### src/rtl/vx_csr_access_sched_if.sv
// Bus bundle for the CSR access scheduler: requester side, response side
// and the single-ported CSR storage read/write ports.
// master = requesters + CSR storage, slave = scheduler.
interface vx_csr_access_sched_if #(
  parameter int NUM_REQS  = 2,
  parameter int ADDR_BITS = 12,
  parameter int DATA_BITS = 32,
  parameter int WID_BITS  = 2,
  parameter int UUID_BITS = 44
);
  localparam int IDX_BITS = (NUM_REQS > 1) ? $clog2(NUM_REQS) : 1;

  // requests
  logic [NUM_REQS-1:0]           req_valid;
  logic [NUM_REQS*2-1:0]         req_op;
  logic [NUM_REQS*ADDR_BITS-1:0] req_addr;
  logic [NUM_REQS*WID_BITS-1:0]  req_wid;
  logic [NUM_REQS*UUID_BITS-1:0] req_uuid;
  logic [NUM_REQS*DATA_BITS-1:0] req_data;
  logic [NUM_REQS-1:0]           req_ready;

  // response
  logic                 rsp_valid;
  logic [IDX_BITS-1:0]  rsp_idx;
  logic [DATA_BITS-1:0] rsp_data;
  logic [UUID_BITS-1:0] rsp_uuid;
  logic                 rsp_ready;

  // CSR storage ports
  logic                 read_enable;
  logic [ADDR_BITS-1:0] read_addr;
  logic [WID_BITS-1:0]  read_wid;
  logic [UUID_BITS-1:0] read_uuid;
  logic [DATA_BITS-1:0] read_data;
  logic                 write_enable;
  logic [ADDR_BITS-1:0] write_addr;
  logic [WID_BITS-1:0]  write_wid;
  logic [UUID_BITS-1:0] write_uuid;
  logic [DATA_BITS-1:0] write_data;

  modport master (
    output req_valid, req_op, req_addr, req_wid, req_uuid, req_data,
    input  req_ready,
    input  rsp_valid, rsp_idx, rsp_data, rsp_uuid,
    output rsp_ready,
    input  read_enable, read_addr, read_wid, read_uuid,
    output read_data,
    input  write_enable, write_addr, write_wid, write_uuid, write_data
  );

  modport slave (
    input  req_valid, req_op, req_addr, req_wid, req_uuid, req_data,
    output req_ready,
    output rsp_valid, rsp_idx, rsp_data, rsp_uuid,
    input  rsp_ready,
    output read_enable, read_addr, read_wid, read_uuid,
    input  read_data,
    output write_enable, write_addr, write_wid, write_uuid, write_data
  );
endinterface

### src/rtl/vx_csr_access_sched.sv
// Round-robin scheduler of CSR accesses onto single-ported CSR storage.
// Each access runs read -> optional write -> response, so CSRRW/RS/RC
// read-modify-write is atomic with respect to the other requesters.
module vx_csr_access_sched #(
  parameter int NUM_REQS  = 2,
  parameter int ADDR_BITS = 12,
  parameter int DATA_BITS = 32,
  parameter int WID_BITS  = 2,
  parameter int UUID_BITS = 44
) (
  input  logic clk,
  input  logic reset,
  input  logic fpu_pending,
  output logic busy,
  vx_csr_access_sched_if.slave bus
);
  localparam int IDX_BITS = (NUM_REQS > 1) ? $clog2(NUM_REQS) : 1;

  localparam logic [1:0] S_IDLE  = 2'd0;
  localparam logic [1:0] S_READ  = 2'd1;
  localparam logic [1:0] S_WRITE = 2'd2;
  localparam logic [1:0] S_RSP   = 2'd3;

  localparam logic [1:0] OP_READ = 2'd0;
  localparam logic [1:0] OP_RW   = 2'd1;
  localparam logic [1:0] OP_RS   = 2'd2;
  localparam logic [1:0] OP_RC   = 2'd3;

  logic [1:0]           state_reg, state_next;
  logic [IDX_BITS-1:0]  rr_ptr_reg;
  logic [1:0]           op_reg;
  logic [ADDR_BITS-1:0] addr_reg;
  logic [WID_BITS-1:0]  wid_reg;
  logic [UUID_BITS-1:0] uuid_reg;
  logic [DATA_BITS-1:0] data_reg;
  logic [IDX_BITS-1:0]  idx_reg;
  logic [DATA_BITS-1:0] old_reg;
  logic [DATA_BITS-1:0] new_reg;

  logic [NUM_REQS-1:0]  eligible;
  logic                 grant_valid;
  logic [IDX_BITS-1:0]  grant_idx;
  logic [IDX_BITS-1:0]  rr_ptr_next;
  int                   gsel;
  int                   scan;
  logic [DATA_BITS-1:0] new_value;
  logic                 write_needed;

  // FP CSRs (fflags/frm/fcsr) are held back while flag updates are in flight
  for (genvar gi = 0; gi < NUM_REQS; gi++) begin : g_elig
    logic [ADDR_BITS-1:0] addr_i;
    assign addr_i       = bus.req_addr[gi*ADDR_BITS +: ADDR_BITS];
    assign eligible[gi] = bus.req_valid[gi]
                        && !(fpu_pending && (addr_i != '0) && (addr_i <= ADDR_BITS'(3)));
    assign bus.req_ready[gi] = !reset && (state_reg == S_IDLE) && grant_valid
                             && (grant_idx == IDX_BITS'(gi));
  end

  // first eligible requester at or after rr_ptr, wrapping; the reverse scan
  // lets the closest candidate overwrite farther ones
  always_comb begin
    grant_valid = 1'b0;
    grant_idx   = '0;
    scan        = 0;
    for (int k = NUM_REQS - 1; k >= 0; k--) begin
      scan = int'(rr_ptr_reg) + k;
      if (scan >= NUM_REQS) scan = scan - NUM_REQS;
      if (eligible[scan]) begin
        grant_valid = 1'b1;
        grant_idx   = IDX_BITS'(scan);
      end
    end
  end

  assign gsel        = int'(grant_idx);
  assign rr_ptr_next = (grant_idx == IDX_BITS'(NUM_REQS - 1)) ? '0 : grant_idx + 1'b1;

  // modified CSR value and whether the storage needs to be written at all
  always_comb begin
    case (op_reg)
      OP_RW:   new_value = data_reg;
      OP_RS:   new_value = bus.read_data | data_reg;
      OP_RC:   new_value = bus.read_data & ~data_reg;
      default: new_value = bus.read_data;
    endcase
    write_needed = (op_reg == OP_RW)
                || (((op_reg == OP_RS) || (op_reg == OP_RC)) && (data_reg != '0));
  end

  // sequencing: grant -> read -> (write) -> hold response until accepted
  always_comb begin
    state_next = state_reg;
    case (state_reg)
      S_IDLE:  if (grant_valid) state_next = S_READ;
      S_READ:  state_next = write_needed ? S_WRITE : S_RSP;
      S_WRITE: state_next = S_RSP;
      default: if (bus.rsp_ready) state_next = S_IDLE;
    endcase
  end

  // state, arbitration pointer and captured access fields
  always_ff @(posedge clk) begin
    if (reset) begin
      state_reg  <= S_IDLE;
      rr_ptr_reg <= '0;
      op_reg     <= '0;
      addr_reg   <= '0;
      wid_reg    <= '0;
      uuid_reg   <= '0;
      data_reg   <= '0;
      idx_reg    <= '0;
      old_reg    <= '0;
      new_reg    <= '0;
    end else begin
      state_reg <= state_next;
      if ((state_reg == S_IDLE) && grant_valid) begin
        rr_ptr_reg <= rr_ptr_next;
        idx_reg    <= grant_idx;
        op_reg     <= bus.req_op[gsel*2 +: 2];
        addr_reg   <= bus.req_addr[gsel*ADDR_BITS +: ADDR_BITS];
        wid_reg    <= bus.req_wid[gsel*WID_BITS +: WID_BITS];
        uuid_reg   <= bus.req_uuid[gsel*UUID_BITS +: UUID_BITS];
        data_reg   <= bus.req_data[gsel*DATA_BITS +: DATA_BITS];
      end
      if (state_reg == S_READ) begin
        old_reg <= bus.read_data;
        new_reg <= new_value;
      end
    end
  end

  // strobes and valid are gated by reset so nothing leaks while it is held
  assign bus.read_enable  = !reset && (state_reg == S_READ);
  assign bus.write_enable = !reset && (state_reg == S_WRITE);
  assign bus.rsp_valid    = !reset && (state_reg == S_RSP);
  assign busy             = !reset && (state_reg != S_IDLE);

  assign bus.read_addr  = addr_reg;
  assign bus.read_wid   = wid_reg;
  assign bus.read_uuid  = uuid_reg;
  assign bus.write_addr = addr_reg;
  assign bus.write_wid  = wid_reg;
  assign bus.write_uuid = uuid_reg;
  assign bus.write_data = new_reg;
  assign bus.rsp_data   = old_reg;
  assign bus.rsp_idx    = idx_reg;
  assign bus.rsp_uuid   = uuid_reg;
endmodule

### src/flat_wrapper.sv
// flat-port wrapper written by rule: the top's interface ports become plain ports
module vx_csr_access_sched_flat 
#(
  parameter int NUM_REQS  = 2,
  parameter int ADDR_BITS = 12,
  parameter int DATA_BITS = 32,
  parameter int WID_BITS  = 2,
  parameter int UUID_BITS = 44
)
  (clk, reset, fpu_pending, busy, bus_req_valid, bus_req_op, bus_req_addr, bus_req_wid, bus_req_uuid, bus_req_data, bus_req_ready, bus_rsp_valid, bus_rsp_idx, bus_rsp_data, bus_rsp_uuid, bus_rsp_ready, bus_read_enable, bus_read_addr, bus_read_wid, bus_read_uuid, bus_read_data, bus_write_enable, bus_write_addr, bus_write_wid, bus_write_uuid, bus_write_data);
  vx_csr_access_sched_if #(.NUM_REQS(NUM_REQS), .ADDR_BITS(ADDR_BITS), .DATA_BITS(DATA_BITS), .WID_BITS(WID_BITS), .UUID_BITS(UUID_BITS)) bus_i ();
  input  logic clk;
  input  logic reset;
  input  logic fpu_pending;
  output logic busy;
  input wire logic [$bits(bus_i.req_valid)-1:0] bus_req_valid;
  input wire logic [$bits(bus_i.req_op)-1:0] bus_req_op;
  input wire logic [$bits(bus_i.req_addr)-1:0] bus_req_addr;
  input wire logic [$bits(bus_i.req_wid)-1:0] bus_req_wid;
  input wire logic [$bits(bus_i.req_uuid)-1:0] bus_req_uuid;
  input wire logic [$bits(bus_i.req_data)-1:0] bus_req_data;
  output wire logic [$bits(bus_i.req_ready)-1:0] bus_req_ready;
  output wire logic [$bits(bus_i.rsp_valid)-1:0] bus_rsp_valid;
  output wire logic [$bits(bus_i.rsp_idx)-1:0] bus_rsp_idx;
  output wire logic [$bits(bus_i.rsp_data)-1:0] bus_rsp_data;
  output wire logic [$bits(bus_i.rsp_uuid)-1:0] bus_rsp_uuid;
  input wire logic [$bits(bus_i.rsp_ready)-1:0] bus_rsp_ready;
  output wire logic [$bits(bus_i.read_enable)-1:0] bus_read_enable;
  output wire logic [$bits(bus_i.read_addr)-1:0] bus_read_addr;
  output wire logic [$bits(bus_i.read_wid)-1:0] bus_read_wid;
  output wire logic [$bits(bus_i.read_uuid)-1:0] bus_read_uuid;
  input wire logic [$bits(bus_i.read_data)-1:0] bus_read_data;
  output wire logic [$bits(bus_i.write_enable)-1:0] bus_write_enable;
  output wire logic [$bits(bus_i.write_addr)-1:0] bus_write_addr;
  output wire logic [$bits(bus_i.write_wid)-1:0] bus_write_wid;
  output wire logic [$bits(bus_i.write_uuid)-1:0] bus_write_uuid;
  output wire logic [$bits(bus_i.write_data)-1:0] bus_write_data;
  assign bus_i.req_valid = bus_req_valid;
  assign bus_i.req_op = bus_req_op;
  assign bus_i.req_addr = bus_req_addr;
  assign bus_i.req_wid = bus_req_wid;
  assign bus_i.req_uuid = bus_req_uuid;
  assign bus_i.req_data = bus_req_data;
  assign bus_req_ready = bus_i.req_ready;
  assign bus_rsp_valid = bus_i.rsp_valid;
  assign bus_rsp_idx = bus_i.rsp_idx;
  assign bus_rsp_data = bus_i.rsp_data;
  assign bus_rsp_uuid = bus_i.rsp_uuid;
  assign bus_i.rsp_ready = bus_rsp_ready;
  assign bus_read_enable = bus_i.read_enable;
  assign bus_read_addr = bus_i.read_addr;
  assign bus_read_wid = bus_i.read_wid;
  assign bus_read_uuid = bus_i.read_uuid;
  assign bus_i.read_data = bus_read_data;
  assign bus_write_enable = bus_i.write_enable;
  assign bus_write_addr = bus_i.write_addr;
  assign bus_write_wid = bus_i.write_wid;
  assign bus_write_uuid = bus_i.write_uuid;
  assign bus_write_data = bus_i.write_data;
  vx_csr_access_sched #(.NUM_REQS(NUM_REQS), .ADDR_BITS(ADDR_BITS), .DATA_BITS(DATA_BITS), .WID_BITS(WID_BITS), .UUID_BITS(UUID_BITS)) u_core (.clk(clk), .reset(reset), .fpu_pending(fpu_pending), .busy(busy), .bus(bus_i));
endmodule
### config.mk
export PLATFORM = sky130hd
export DESIGN_NAME = vx_csr_access_sched_flat
export DESIGN_NICKNAME = d
export VERILOG_FILES = /design/src/rtl/vx_csr_access_sched_if.sv /design/src/rtl/vx_csr_access_sched.sv /design/src/flat_wrapper.sv
export SDC_FILE = /design/constraint.sdc
export NUM_CORES = 1
export LEC_CHECK = 0
export CORE_AREA = 2 2 176 178
export CTS_CLUSTER_DIAMETER = 80
export DETAILED_ROUTE_END_ITERATION = 7
export DIE_AREA = 0 0 178 180
export PLACE_DENSITY_LB_ADDON = 0.25
export SLEW_MARGIN = 20
export SYNTH_ARGS = -nofsm -noshare
export SYNTH_HDL_FRONTEND = slang
export SYNTH_SLANG_ARGS = --single-unit
export TNS_END_PERCENT = 30
### constraint.sdc
create_clock -name clk -period 5.1 [get_ports clk]
set_input_delay 1.53 -clock clk [delete_from_list [all_inputs] [get_ports clk]]
set_output_delay 1.53 -clock clk [all_outputs]
set_load 0.05 [all_outputs]
==> metrics.txt <==
die area=32,000 um^2; Die X=~180 um; reg2reg start=u_core.state_reg[0]; met1 WL=between 10,000 and 15,000 um; Core ar.=~30,000 um^2; first-pass GRT wire length=44,000 um; Yosys top cell area share=a little over two fifths; reg2reg path depth=7; Post-Route WL=between 20,000 and 30,000 um; Final Setup Violations=0; VDD IR-drop max=about 0.4 mV; hold path startpoint=u_core.bus.rsp_idx; overall global routing resource usage=18.0%; Max Fclk=about 200 MHz; Startpoint Class=primary input; clock sink total=160; Fillers=about 3,000; layout cells sized above 1=under 10%; CTS tree=built; Final nets=between 1,000 and 1,500; synthesis-to-layout area growth=63.5%; met3 wire len=roughly 2300 um; min cycle time layout=a little over 5 ns; CTS Hold Bufs=0; GRT Residual Overflow=0; hold depth=1; Clk Tree Root Cell=clkbuf_16; cell count after synthesis=787; post-detailed-route count of antenna-violating nets=0; Starting Density=between 20% and 30%; Max Cap Viol=0; TritonRoute pass-1 iters=5; Clock Latency Late Sink=around 0.43 ns; number of global-route vias before repair=approximately 6,800; WS Path Type=in2out; Post-DP HPWL=between 20,000 and 25,000 um; Syn Area/Cell=roughly 9.5 um^2; port buffer count=452; WP data required=~3.6 ns; R2R Path End=u_core.bus.read_uuid[27]; most frequent cells in the layout=clkdlybuf4s50_1, dfxtp_1, nor2_1; wire length on met2=roughly 14,000 um; worst-margin pin slew=~0.85 ns; Slew Limit Headroom=between 40% and 50%; status=finished, final reports clean; PwrDens=610 nW/um^2; sum of negative setup slack=0 ns; DRT iter0 DRCs=about 430; Area contributors post-synth=dfxtp_1, a221o_1, buf_4; max layer used=met4; Pleak=around 4.5 nW; vias per cell=around 4.7; largest net degree at the start of global routing=94; io pins=453; drt drc=0; crit-path max FO=2; final cycle utilization of the critical path=between 90% and 100%; DR WL/cell=roughly 20 um; Worst R2R Setup Slack=about 2.4 ns; Hold EP=u_core.bus.rsp_idx; Max clock buf depth=2; cell area after synthesis=approximately 7500 um^2; Die Height=180 um; sequential area share after synthesis=42.9%; Worst Hold Class=reg2reg; antenna cell count=0; Yosys cell types=38; clock buffer count from CTS=17; max FFs per register=44; Critical Path End Type=output port; Clock transition at path regs=roughly 0.07 ns; Pins Over Slew Limit=0; Synthesis Warnings=0; syn_nets=between 1,000 and 1,500; Yosys top cell by area=dfxtp_1; WP data arrival=~3.5 ns; commonest non-fill, non-tap cell in the layout=clkdlybuf4s50_1; #FFs+latches synth=160; Final Util=roughly two fifths; GPL Wtd Cong=0.861; row count=between 60 and 70; final hold viol count=0; Max H-tree Level=4; unrepaired setup endpoints after global routing=no; Worst Clk Skew=0.0166 ns; initial antenna violation count=0; via count=between 7,000 and 8,000
## worst max-delay path by stage
stage	from	endpoint	slack, ns	cells past startpoint
finish	bus_req_addr[14]	bus_req_ready[0]	0.05	6
global route	bus_req_addr[14]	bus_req_ready[0]	0.02	6
CTS	bus_req_addr[15]	bus_req_ready[0]	0.001	6
detailed placement	bus_req_addr[15]	bus_req_ready[0]	0.001	6
global placement	bus_req_addr[15]	bus_req_ready[0]	-0.03	6
floorplan	bus_req_addr[15]	bus_req_ready[0]	0.41	5
## routing by layer
| layer | vias up | track usage [%] |
|---|---|---|
| li1 | 3413 | - |
| met1 | 3328 | 23.6 |
| met2 | 313 | 29.0 |
| met3 | 32 | 5.03 |
| met4 | 0 | 4.79 |
| met5 | - | 0 |
## per-stage QoR
stage	std cells	instance area, um^2	setup slack, ns	hold WS, ns	total power [mW]
global placement	1489	11600	-0.0264	0.433	6.08
global route	1521	12200	0.0212	0.485	7.79
finish	1521	12200	0.0526	0.467	7.46
detailed placement	1489	11600	0.00139	0.446	6.10
CTS	1521	12200	0.00107	0.465	7.54
floorplan	787	7470	0.408	0.427	4.88
## critical path, cell delays in order
cell and delay (ns):
clkdlybuf4s50_1 0.47, or4b_4 0.58, o41ai_4 0.32, nor2_1 0.12
nor3_4 0.31, buf_12 0.18
## repair_timing
action	in CTS	in global routing
gates resized for setup	0	1
gates cloned	0	0
pin swaps	1	3
buffers inserted	0	0
setup endpoints to repair	1	1
## where the power goes
group          switching [mW]  internal, mW
Sequential              0.341          1.60
Clock                   0.601         0.804
Combinational            2.70          1.42
Total                    3.64          3.82
## layout make-up
class                      count  area [um^2]  area share (%)
clock buffer                  18          439            3.59
clock inverter                14          195            1.60
multi-input combinational    462         3210            26.3
inverter                       5         18.8           0.154
timing repair buffer         466         4650            38.1
tap                          396          495            4.05
sequential                   160         3200            26.2
## cell families (layout without fill, tap and decap cells)
group	Yosys count	after routing	synth area share (%)
simple gates	225	225	15.4
compound gates	197	197	21.6
buf+inv	165	503	14.6
flops	160	160	42.9
mux	34	34	4.55
fa+ha+maj	5	5	0.837
xor+xnor	1	1	0.117
## synth_stat cells
cell	count
a2111oi_0	31
a21o_1	2
a21oi_1	64
a21oi_2	1
a221o_1	92
a311oi_2	1
a31oi_1	1
a41o_1	1
and2_0	80
and2_1	13
buf_1	3
buf_2	12
buf_4	110
buf_6	6
clkbuf_1	29
clkinv_1	1
dfxtp_1	160
ha_1	5
inv_1	4
mux2i_1	34
nand2_1	3
nand2b_1	2
nand3_1	1
nand4_1	2
nor2_1	104
nor2b_1	2
nor3_2	1
nor3b_1	1
nor4_1	11
o211ai_1	1
o21ai_0	1
o31ai_1	1
o41ai_4	1
or2_2	2
or3_1	1
or4_4	1
or4b_1	1
xnor2_1	1
Note: power is estimated with default switching activity, not from simulation.
